**config.mk**
```make
export PLATFORM = sky130hd
export DESIGN_NAME = cordic_arbiter_flat
export DESIGN_NICKNAME = d
export VERILOG_FILES = /design/src/rtl/cordic_arbiter_if.sv /design/src/rtl/cordic_arbiter.sv /design/src/flat_wrapper.sv
export SDC_FILE = /design/constraint.sdc
export NUM_CORES = 1
export LEC_CHECK = 0
export CAP_MARGIN = 20
export CELL_PAD_IN_SITES_DETAIL_PLACEMENT = 0
export CELL_PAD_IN_SITES_GLOBAL_PLACEMENT = 1
export CORE_UTILIZATION = 30
export DETAILED_ROUTE_END_ITERATION = 10
export PLACE_DENSITY = 0.94
export SYNTH_ARGS = -nofsm -noshare
export SYNTH_HDL_FRONTEND = slang
export SYNTH_SLANG_ARGS = --single-unit
```
**constraint.sdc**
```tcl
create_clock -name clock -period 4.12 [get_ports clock]
set_input_delay 0.824 -clock clock [delete_from_list [all_inputs] [get_ports clock]]
set_output_delay 0.824 -clock clock [all_outputs]
set_load 0.1 [all_outputs]
```
**src/rtl/cordic_arbiter_if.sv**
```systemverilog
// Request/response and core-side signal bundle for the two-requester CORDIC arbiter.
// The slave modport is the arbiter's view; master is the environment's view.
interface cordic_arbiter_if;
   logic        req0_valid;
   logic        req1_valid;
   logic [31:0] req0_data;
   logic [31:0] req1_data;
   logic        req0_ready;
   logic        req1_ready;
   logic        resp0_valid;
   logic        resp1_valid;
   logic [31:0] resp_data;
   logic        resp_err;
   logic        core_start;
   logic [31:0] core_dataa;
   logic [31:0] core_result;
   logic        core_done;
   logic        busy;

   modport slave (
      input  req0_valid, req1_valid, req0_data, req1_data, core_result, core_done,
      output req0_ready, req1_ready, resp0_valid, resp1_valid, resp_data, resp_err,
             core_start, core_dataa, busy
   );

   modport master (
      output req0_valid, req1_valid, req0_data, req1_data, core_result, core_done,
      input  req0_ready, req1_ready, resp0_valid, resp1_valid, resp_data, resp_err,
             core_start, core_dataa, busy
   );
endinterface

```
**src/rtl/cordic_arbiter.sv**
```systemverilog
// Round-robin arbiter sharing one CORDIC core between two FP32 requesters,
// with a bounded wait that answers with a quiet NaN and an error flag.
module cordic_arbiter #(
   parameter int TIMEOUT = 15
) (
   input  logic            clock,
   input  logic            aclr,
   input  logic            clk_en,
   cordic_arbiter_if.slave bus
);
   localparam int TW = $clog2(TIMEOUT) + 1;
   localparam logic [31:0] QNAN = 32'h7FC0_0000;

   typedef enum logic [1:0] {IDLE, ISSUE, WAIT, RESP} state_t;

   state_t        state_reg, state_next;
   logic          ptr_reg, ptr_next;
   logic          grant_reg, grant_next;
   logic [31:0]   operand_reg, operand_next;
   logic [TW-1:0] timer_reg, timer_next;
   logic          err_reg, err_next;
   logic [31:0]   result_reg, result_next;

   logic          any_valid;
   logic          grant_sel;
   logic          accept;
   logic [1:0]    ready_vec;
   logic [1:0]    resp_vec;

   assign any_valid = bus.req0_valid | bus.req1_valid;
   // Pointer only matters under contention; a lone requester always wins.
   assign grant_sel = (bus.req0_valid && bus.req1_valid) ? ptr_reg : bus.req1_valid;
   assign accept    = clk_en && !aclr && (state_reg == IDLE) && any_valid;

   for (genvar gi = 0; gi < 2; gi++) begin : g_port
      assign ready_vec[gi] = accept && (grant_sel == 1'(gi));
      assign resp_vec[gi]  = clk_en && !aclr && (state_reg == RESP) && (grant_reg == 1'(gi));
   end

   assign bus.req0_ready  = ready_vec[0];
   assign bus.req1_ready  = ready_vec[1];
   assign bus.resp0_valid = resp_vec[0];
   assign bus.resp1_valid = resp_vec[1];
   assign bus.resp_data   = result_reg;
   assign bus.resp_err    = err_reg;
   assign bus.core_start  = !aclr && (state_reg == ISSUE);
   assign bus.core_dataa  = operand_reg;
   assign bus.busy        = !aclr && (state_reg != IDLE);

   always_comb begin
      state_next   = state_reg;
      ptr_next     = ptr_reg;
      grant_next   = grant_reg;
      operand_next = operand_reg;
      timer_next   = timer_reg;
      err_next     = err_reg;
      result_next  = result_reg;
      case (state_reg)
         IDLE: begin
            if (any_valid) begin
               grant_next   = grant_sel;
               ptr_next     = ~grant_sel;
               operand_next = grant_sel ? bus.req1_data : bus.req0_data;
               state_next   = ISSUE;
            end
         end
         ISSUE: begin
            timer_next = '0;
            state_next = WAIT;
         end
         WAIT: begin
            // A done arriving on the last allowed cycle still counts as success.
            if (bus.core_done) begin
               result_next = bus.core_result;
               err_next    = 1'b0;
               state_next  = RESP;
            end else if (timer_reg == TW'(TIMEOUT - 1)) begin
               result_next = QNAN;
               err_next    = 1'b1;
               state_next  = RESP;
            end else begin
               timer_next = timer_reg + 1'b1;
            end
         end
         RESP: state_next = IDLE;
         default: state_next = IDLE;
      endcase
   end

   always_ff @(posedge clock) begin
      if (aclr) begin
         state_reg   <= IDLE;
         ptr_reg     <= 1'b0;
         grant_reg   <= 1'b0;
         operand_reg <= '0;
         timer_reg   <= '0;
         err_reg     <= 1'b0;
         result_reg  <= '0;
      end else if (clk_en) begin
         state_reg   <= state_next;
         ptr_reg     <= ptr_next;
         grant_reg   <= grant_next;
         operand_reg <= operand_next;
         timer_reg   <= timer_next;
         err_reg     <= err_next;
         result_reg  <= result_next;
      end
   end
endmodule

```
**src/flat_wrapper.sv**
```systemverilog
// flat-port wrapper written by rule: the top's interface ports become plain ports
module cordic_arbiter_flat 
#(
   parameter int TIMEOUT = 15
)
  (clock, aclr, clk_en, bus_req0_valid, bus_req1_valid, bus_req0_data, bus_req1_data, bus_core_result, bus_core_done, bus_req0_ready, bus_req1_ready, bus_resp0_valid, bus_resp1_valid, bus_resp_data, bus_resp_err, bus_core_start, bus_core_dataa, bus_busy);
  cordic_arbiter_if bus_i ();
  input  logic clock;
  input  logic aclr;
  input  logic clk_en;
  input wire logic [$bits(bus_i.req0_valid)-1:0] bus_req0_valid;
  input wire logic [$bits(bus_i.req1_valid)-1:0] bus_req1_valid;
  input wire logic [$bits(bus_i.req0_data)-1:0] bus_req0_data;
  input wire logic [$bits(bus_i.req1_data)-1:0] bus_req1_data;
  input wire logic [$bits(bus_i.core_result)-1:0] bus_core_result;
  input wire logic [$bits(bus_i.core_done)-1:0] bus_core_done;
  output wire logic [$bits(bus_i.req0_ready)-1:0] bus_req0_ready;
  output wire logic [$bits(bus_i.req1_ready)-1:0] bus_req1_ready;
  output wire logic [$bits(bus_i.resp0_valid)-1:0] bus_resp0_valid;
  output wire logic [$bits(bus_i.resp1_valid)-1:0] bus_resp1_valid;
  output wire logic [$bits(bus_i.resp_data)-1:0] bus_resp_data;
  output wire logic [$bits(bus_i.resp_err)-1:0] bus_resp_err;
  output wire logic [$bits(bus_i.core_start)-1:0] bus_core_start;
  output wire logic [$bits(bus_i.core_dataa)-1:0] bus_core_dataa;
  output wire logic [$bits(bus_i.busy)-1:0] bus_busy;
  assign bus_i.req0_valid = bus_req0_valid;
  assign bus_i.req1_valid = bus_req1_valid;
  assign bus_i.req0_data = bus_req0_data;
  assign bus_i.req1_data = bus_req1_data;
  assign bus_i.core_result = bus_core_result;
  assign bus_i.core_done = bus_core_done;
  assign bus_req0_ready = bus_i.req0_ready;
  assign bus_req1_ready = bus_i.req1_ready;
  assign bus_resp0_valid = bus_i.resp0_valid;
  assign bus_resp1_valid = bus_i.resp1_valid;
  assign bus_resp_data = bus_i.resp_data;
  assign bus_resp_err = bus_i.resp_err;
  assign bus_core_start = bus_i.core_start;
  assign bus_core_dataa = bus_i.core_dataa;
  assign bus_busy = bus_i.busy;
  cordic_arbiter #(.TIMEOUT(TIMEOUT)) u_core (.clock(clock), .aclr(aclr), .clk_en(clk_en), .bus(bus_i));
endmodule
```
==> results of run 1 <==
-- synthesized netlist by cell type, types with 2 or more instances --
cell type / number / area share [%]
ha_1: 6 / 2.3
o211a_1: 3 / 0.93
o2111ai_1: 2 / 0.54
inv_1: 6 / 0.70
a21oi_1: 16 / 2.5
buf_6: 4 / 1.4
o221a_2: 9 / 3.1
o211ai_1: 2 / 0.47
nand3_1: 17 / 2.6
clkbuf_1: 18 / 2.1
nand2_1: 7 / 0.82
a31oi_1: 2 / 0.39
and3_1: 23 / 4.5
nor2b_1: 2 / 0.39
a221o_1: 20 / 6.2
dfxtp_1: 74 / 46
nand2b_1: 5 / 0.97
nand4b_1: 2 / 0.54
and3_4: 2 / 0.70
buf_2: 11 / 1.7
nand3b_1: 2 / 0.47
nor2_1: 4 / 0.47
o21ai_0: 3 / 0.47
nand4_1: 2 / 0.39
a31o_2: 23 / 6.3
nor4b_1: 23 / 6.3
or4_1: 4 / 0.93
a32oi_1: 12 / 3.3
-- cells by family after synthesis --
kind of cell             after synthesis  synth area share [%]
AO/OA/AOI/OAI                         98                  25.7
adder cells (fa/ha/maj)                6                  2.33
buffers and inverters                 40                  6.03
flip-flops                            74                  46.0
multiplexers                           1                 0.311
AND/OR/NAND/NOR                       95                  19.6
-- metal layers --
layer  GRT usage [%]  up-vias
met4            6.45        0
met3            5.94       13
met5               0        -
met1            23.0     1608
li1                -     1557
met2            30.1      154
-- cells in the final DEF, fill, tap and decap left out, drive strengths merged, types with 2 or more instances in the layout --
cell / netlist / layout
a21oi: 17 / 17
a221o: 20 / 20
a31o: 23 / 23
a31oi: 2 / 2
a32oi: 12 / 12
and3: 25 / 25
buf: 15 / 14
bufinv: 0 / 3
clkbuf: 18 / 12
clkdlybuf4s50: 0 / 165
dfxtp: 74 / 74
ha: 6 / 6
inv: 6 / 6
nand2: 7 / 7
nand2b: 5 / 5
nand3: 17 / 17
nand3b: 2 / 2
nand4: 2 / 2
nand4b: 2 / 2
nor2: 4 / 4
nor2b: 2 / 2
nor4b: 23 / 23
o2111ai: 2 / 2
o211a: 3 / 3
o211ai: 2 / 2
o21ai: 3 / 3
o221a: 9 / 9
or4: 4 / 4
-- worst register-to-register path, delay by kind of cell (launching register included) --
family                     cells  cell delay (ns)
buffers and inverters          2             0.38
DFF                            1             0.40
AOI/OAI and AO/OA              2             0.90
adders and majority gates      1             0.35
and+or+nand+nor                1             0.11
-- cell type report --
type | instances | area share, %
Sequential cell | 74 | 28.2
Multi-Input combinational cell | 200 | 29.4
Clock inverter | 4 | 1.86
Clock buffer | 12 | 2.95
Timing Repair Buffer | 179 | 33.9
Tap cell | 136 | 3.24
Inverter | 7 | 0.500
-- path summary, 6_finish.rpt --
kind,to,slack [ns]
setup / recovery,bus_req0_ready,0.71
hold / removal,u_core.bus.resp_data[18]$_SDFFE_PP0P_,0.49
setup reg to reg,u_core.bus.resp_data[15]$_SDFFE_PP0P_,1.93
hold reg to reg,u_core.bus.resp_data[18]$_SDFFE_PP0P_,0.49
-- where the power goes --
part	internal (mW)	total, mW	switching, mW
clock network	0.436	0.706	0.270
logic	0.194	0.565	0.371
registers	0.751	0.772	0.0206
total	1.38	2.04	0.661
==> results.py, run 1 <==
metrics = {
    "timing": {
        "layout_setup_ws_ns": 0.714,
        "slew_viol_final": 0,
        "slew_headroom_pct": 32.6,
        "max_clock_freq_ghz": 0.294,
        "finalSetupViolations": 0,
        "finalSetupTns_ns": 0,
        "hold_violations": 0,
        "min_period_ns": 3.41,
        "tightest_slew_ns": 1.01,
        "fin_crit_sh_pct": 82.7,
        "rsz0062_at_grt": "no",
        "clock_skew_ns": 0.0112,
        "finalHoldWorstSlack_ns": 0.491,
    },
    "place": {
        "place_area_um2": 5000,
        "place_congestion": 0.823,
        "dp_hpwl_um": 6970,
        "place_ws_ns": 0.738,
        "io_buffers": 172,
        "dp_cells": 596,
    },
    "floorplanning": {
        "core_area_um2": 10400,
        "fp.dieW_um": 106,
        "die_area_um2": 11100,
        "io-pin-count": 173,
        "start_util_pct": 31.0,
        "num_rows": 37,
        "dieHeight_um": 106,
    },
    "cells_and_area": {
        "multiInputGateArea_um2": 1540,
        "drive_above_1_share_pct": 13.9,
        "diodes": 0,
        "regArea_um2": 1480,
        "fin_nets": 579,
        "final_core_util_pct": 50.7,
        "final_area_um2": 5250,
        "nFillCells": 950,
        "fin_cells": 612,
        "syn_to_final_growth_pct": 63.2,
    },
    "drt": {
        "wl_met1_um": 4390,
        "drt_pass1_iterations": 4,
        "top_layer": "met4",
        "wl_met3_um": 985,
        "final_antenna_net_count": 0,
        "wl_um": 10300,
        "vias": 3332,
        "wl_met2_um": 4780,
        "wire_per_inst_um": 16.8,
        "via_per_inst": 5.44,
        "drtIter0Drc": 189,
        "drcViolationCount": 0,
    },
    "worst_setup_path": {
        "cp_cell_sequence": "clkdlybuf4s50_1, buf_4, and3_1, and3_1, buf_12",
        "crit_arrival_ns": 2.58,
        "r2r-start": "u_core.state_reg[0]$_SDFFE_PP0P_",
        "startpoint_type": "input port",
        "worstPathMaxFanout": 16,
        "crit_slowest_cell": "and3_1",
        "crit_type": "in2out",
        "crit_start": "clk_en",
        "max_stage_delay_ns": 0.52,
        "cp_top_family": "buffers and inverters",
        "rr_worst_depth": 6,
        "endpoint_kind": "primary output",
        "cp.buffers_inverters": 3,
        "cp.required_ns": 3.30,
        "cp.depth": 5,
        "cp_common_cell": "and3_1",
    },
    "grt": {
        "grt_max_degree": 44,
        "grt_pass1_vias": 3276,
        "overflow": 0,
        "grt_first_pass_wirelength_um": 16600,
        "antenna_found_initial": 0,
        "grt_use_total_pct": 18.5,
    },
    "clocking": {
        "clockBufferDepth": 2,
        "clk_pin_slew_ns": 0.07,
        "post-cts-setup-buffers": 0,
        "cts_buffers": 9,
        "clk_latency_ns": 0.34,
        "tritoncts": "yes",
        "clock_sinks": 74,
        "htree_levels": 3,
        "cts_resized": 0,
        "ctsHoldBuffers": 0,
        "cts_root_buf": "clkbuf_8",
    },
    "yosys": {
        "synthArstFlopShare_pct": 0,
        "ys_ff_latch": 74,
        "ys.warnings.count": 0,
        "ys.flop_type": "dfxtp_1",
        "synth_cell_type_count": 38,
        "syn_inst": 314,
        "synthesis.nets": 422,
        "synth_edf_count": 0,
        "yosysSeqAreaShare_pct": 46.0,
        "syn-mean-instance-area_um2": 10.2,
        "synth.cell_area_um2": 3220,
    },
    "run_status": {
        "status": "completed",
    },
    "power_and_ir_drop": {
        "p_leak_nw": 1.97,
        "ir_drop_mv": 0.167,
        "p_per_area_nw_per_um2": 389,
        "fin_total_pwr_mw": 2.04,
    },
    "worst_hold_path": {
        "hp-start": "u_core.bus.resp_data[18]$_SDFFE_PP0P_",
        "hold_path_class": "reg2reg",
        "whs_path_depth": 1,
    },
    "job": {
        "cap_violations": 0,
    },
}
Note: power is estimated with default switching activity, not from simulation.
==> run 2: changes to the inputs <==
--- a/config.mk
+++ b/config.mk
@@ -8,9 +8,9 @@
 export CAP_MARGIN = 20
 export CELL_PAD_IN_SITES_DETAIL_PLACEMENT = 0
 export CELL_PAD_IN_SITES_GLOBAL_PLACEMENT = 1
-export CORE_UTILIZATION = 30
+export CORE_UTILIZATION = 28
 export DETAILED_ROUTE_END_ITERATION = 10
-export PLACE_DENSITY = 0.94
+export PLACE_DENSITY = 0.89
 export SYNTH_ARGS = -nofsm -noshare
 export SYNTH_HDL_FRONTEND = slang
 export SYNTH_SLANG_ARGS = --single-unit
==> constraint.sdc (replaced) <==
create_clock -name clock -period 3.5 [get_ports clock]
set_input_delay 0.7 -clock clock [delete_from_list [all_inputs] [get_ports clock]]
set_output_delay 0.7 -clock clock [all_outputs]
set_load 0.1 [all_outputs]
==> run 2 against run 1 <==
Compared with the run above:
- register-to-register slack worse by 0.56 ns
- wire length down 1.7%
- via count is 1.7% lower
- sequential cell count stayed put
- global-route usage down 1.7 points
- final cell count grew 0.82%
- total power is 24% higher
- critical path type unchanged
- largest cell class unchanged
- combinational power up 18%
- critical path depth fell by 1
==> results.py, run 2 (synthesis gave the netlist of run 1 again) <==
metrics = {
    "run_status": {
        "status": "completed",
    },
    "power_and_ir_drop": {
        "ir_drop_mv": 0.188,
        "pwr-share-comb_pct": 26.3,
        "switchingPower_mw": 0.801,
        "p_leak_nw": 2.01,
        "p_int_mw": 1.73,
        "p_sw_share_pct": 31.6,
        "clkPwrFrac_pct": 37.8,
        "p_per_area_nw_per_um2": 473,
        "seq_power_share_pct": 35.9,
    },
    "timing": {
        "tightest_slew_ns": 1.00,
        "max_clock_freq_ghz": 0.346,
        "rsz0062_at_grt": "no",
        "min_period_ns": 2.89,
        "finalSetupTns_ns": 0,
        "slew_headroom_pct": 32.9,
        "fin_crit_sh_pct": 82.5,
        "hold_violations": 0,
        "slew_viol_final": 0,
        "clock_skew_ns": 0.00577,
        "finalSetupViolations": 0,
    },
    "floorplanning": {
        "num_rows": 38,
        "io-pin-count": 173,
        "fp.dieW_um": 109,
        "dieHeight_um": 109,
        "start_util_pct": 29.2,
        "core_area_um2": 11000,
        "die_area_um2": 11900,
    },
    "worst_setup_path": {
        "cp_cell_sequence": "clkdlybuf4s50_1, and3_4, and3_4, buf_12",
        "endpoint_kind": "primary output",
        "cp.required_ns": 2.80,
        "crit_type": "in2out",
        "crit_arrival_ns": 2.19,
        "startpoint_type": "input port",
        "crit_slowest_cell": "clkdlybuf4s50_1",
        "worstPathMaxFanout": 21,
        "reg2reg_slack_ns": 1.37,
        "cp_top_family": "buffers and inverters",
        "cp_common_cell": "and3_4",
        "max_stage_delay_ns": 0.55,
        "cp.buffers_inverters": 2,
    },
    "clocking": {
        "clk_latency_ns": 0.32,
        "htree_levels": 3,
        "cts_root_buf": "clkbuf_16",
        "post-cts-setup-buffers": 0,
        "cts_buffers": 9,
        "tritoncts": "yes",
        "clock_sinks": 74,
        "cts_resized": 0,
        "ctsHoldBuffers": 0,
        "clockBufferDepth": 2,
        "clk_pin_slew_ns": 0.05,
    },
    "drt": {
        "wl_um": 10100,
        "drcViolationCount": 0,
        "via_per_inst": 5.31,
        "drt_pass1_iterations": 4,
        "wire_per_inst_um": 16.4,
        "drtIter0Drc": 143,
        "final_antenna_net_count": 0,
        "vias": 3274,
    },
    "worst_hold_path": {
        "hold_path_class": "reg2reg",
    },
    "cells_and_area": {
        "final_cell_mix": "clkdlybuf4s50_1 (165), dfxtp_1 (74), and3_1 (23), nor4b_1 (23), a31o_2 (23)",
        "final_core_util_pct": 48.6,
        "nFillCells": 1032,
        "syn_to_final_growth_pct": 66.5,
        "layout_commonest_cell": "clkdlybuf4s50_1",
        "diodes": 0,
        "fin_nets": 582,
        "drive_above_1_share_pct": 14.0,
    },
    "place": {
        "place_congestion": 0.781,
        "io_buffers": 172,
        "dp_hpwl_um": 7100,
    },
    "grt": {
        "grt_use_total_pct": 16.8,
        "antenna_found_initial": 0,
        "grt_pass1_vias": 3232,
        "overflow": 0,
        "grt_max_degree": 62,
        "grt_first_pass_wirelength_um": 15600,
    },
    "job": {
        "cap_violations": 0,
    },
}
-- run 2: changes by cell type in the layout (fill, tap and decap cells not counted), sizes merged --
cell,change
buf,+3
bufinv,-1
clkbuf,-3
clkinv,+3
inv,-1
-- run 2: power by group through the flow --
| stage | Sequential [mW] | Combinational (mW) | Clock [mW] |
|---|---|---|---|
| 6_report | 0.911 | 0.667 | 0.958 |
| 5_1_grt | 0.915 | 0.696 | 1.03 |
| 4_1_cts | 0.910 | 0.669 | 0.985 |
| 3_5_place_dp | 0.928 | 0.667 | 0 |
| 3_3_place_gp | 0.926 | 0.662 | 0 |
| 2_1_floorplan | 1.19 | 0.166 | 0 |
-- run 2: worst paths after layout --
check	end	cells after the start	startpoint
worst min register to register	u_core.bus.resp_data[12]$_SDFFE_PP0P_	1	u_core.bus.resp_data[12]$_SDFFE_PP0P_
worst min-delay path	u_core.bus.resp_data[12]$_SDFFE_PP0P_	1	u_core.bus.resp_data[12]$_SDFFE_PP0P_
worst max-delay path	bus_req1_ready	4	bus_req1_valid
worst max register to register	u_core.bus.resp_data[11]$_SDFFE_PP0P_	6	u_core.state_reg[0]$_SDFFE_PP0P_
-- run 2: layout make-up --
type | count | area, um^2 | area share [%]
clock buffer | 9 | 225 | 4.20
clock inverter | 5 | 81.3 | 1.52
inverter | 7 | 26.3 | 0.490
multi-input combinational | 200 | 1540 | 28.8
sequential | 74 | 1480 | 27.6
tap | 140 | 175 | 3.27
timing repair buffer | 182 | 1830 | 34.1
-- run 2: metrics by stage --
step	hold WS, ns	total power [mW]	worst slack [ns]	cells	instance area [um^2]
2_1_floorplan	0.468	1.36	0.266	314	3220
3_3_place_gp	0.468	1.59	0.667	603	5050
3_5_place_dp	0.473	1.59	0.623	603	5050
4_1_cts	0.486	2.56	0.618	617	5360
5_1_grt	0.509	2.64	0.545	617	5360
6_report	0.485	2.54	0.614	617	5360
-- run 2: routing by layer --
layer / part of all wire [%] / routed length [um] / vias to the layer above / track usage, %
li1: - / - / 1567 / -
met1: 42 / 4250 / 1542 / 19.5
met2: 45 / 4590 / 155 / 28.3
met3: 12 / 1180 / 10 / 6.58
met4: 1.1 / 111 / 0 / 5.33
met5: 0 / 0 / - / 0
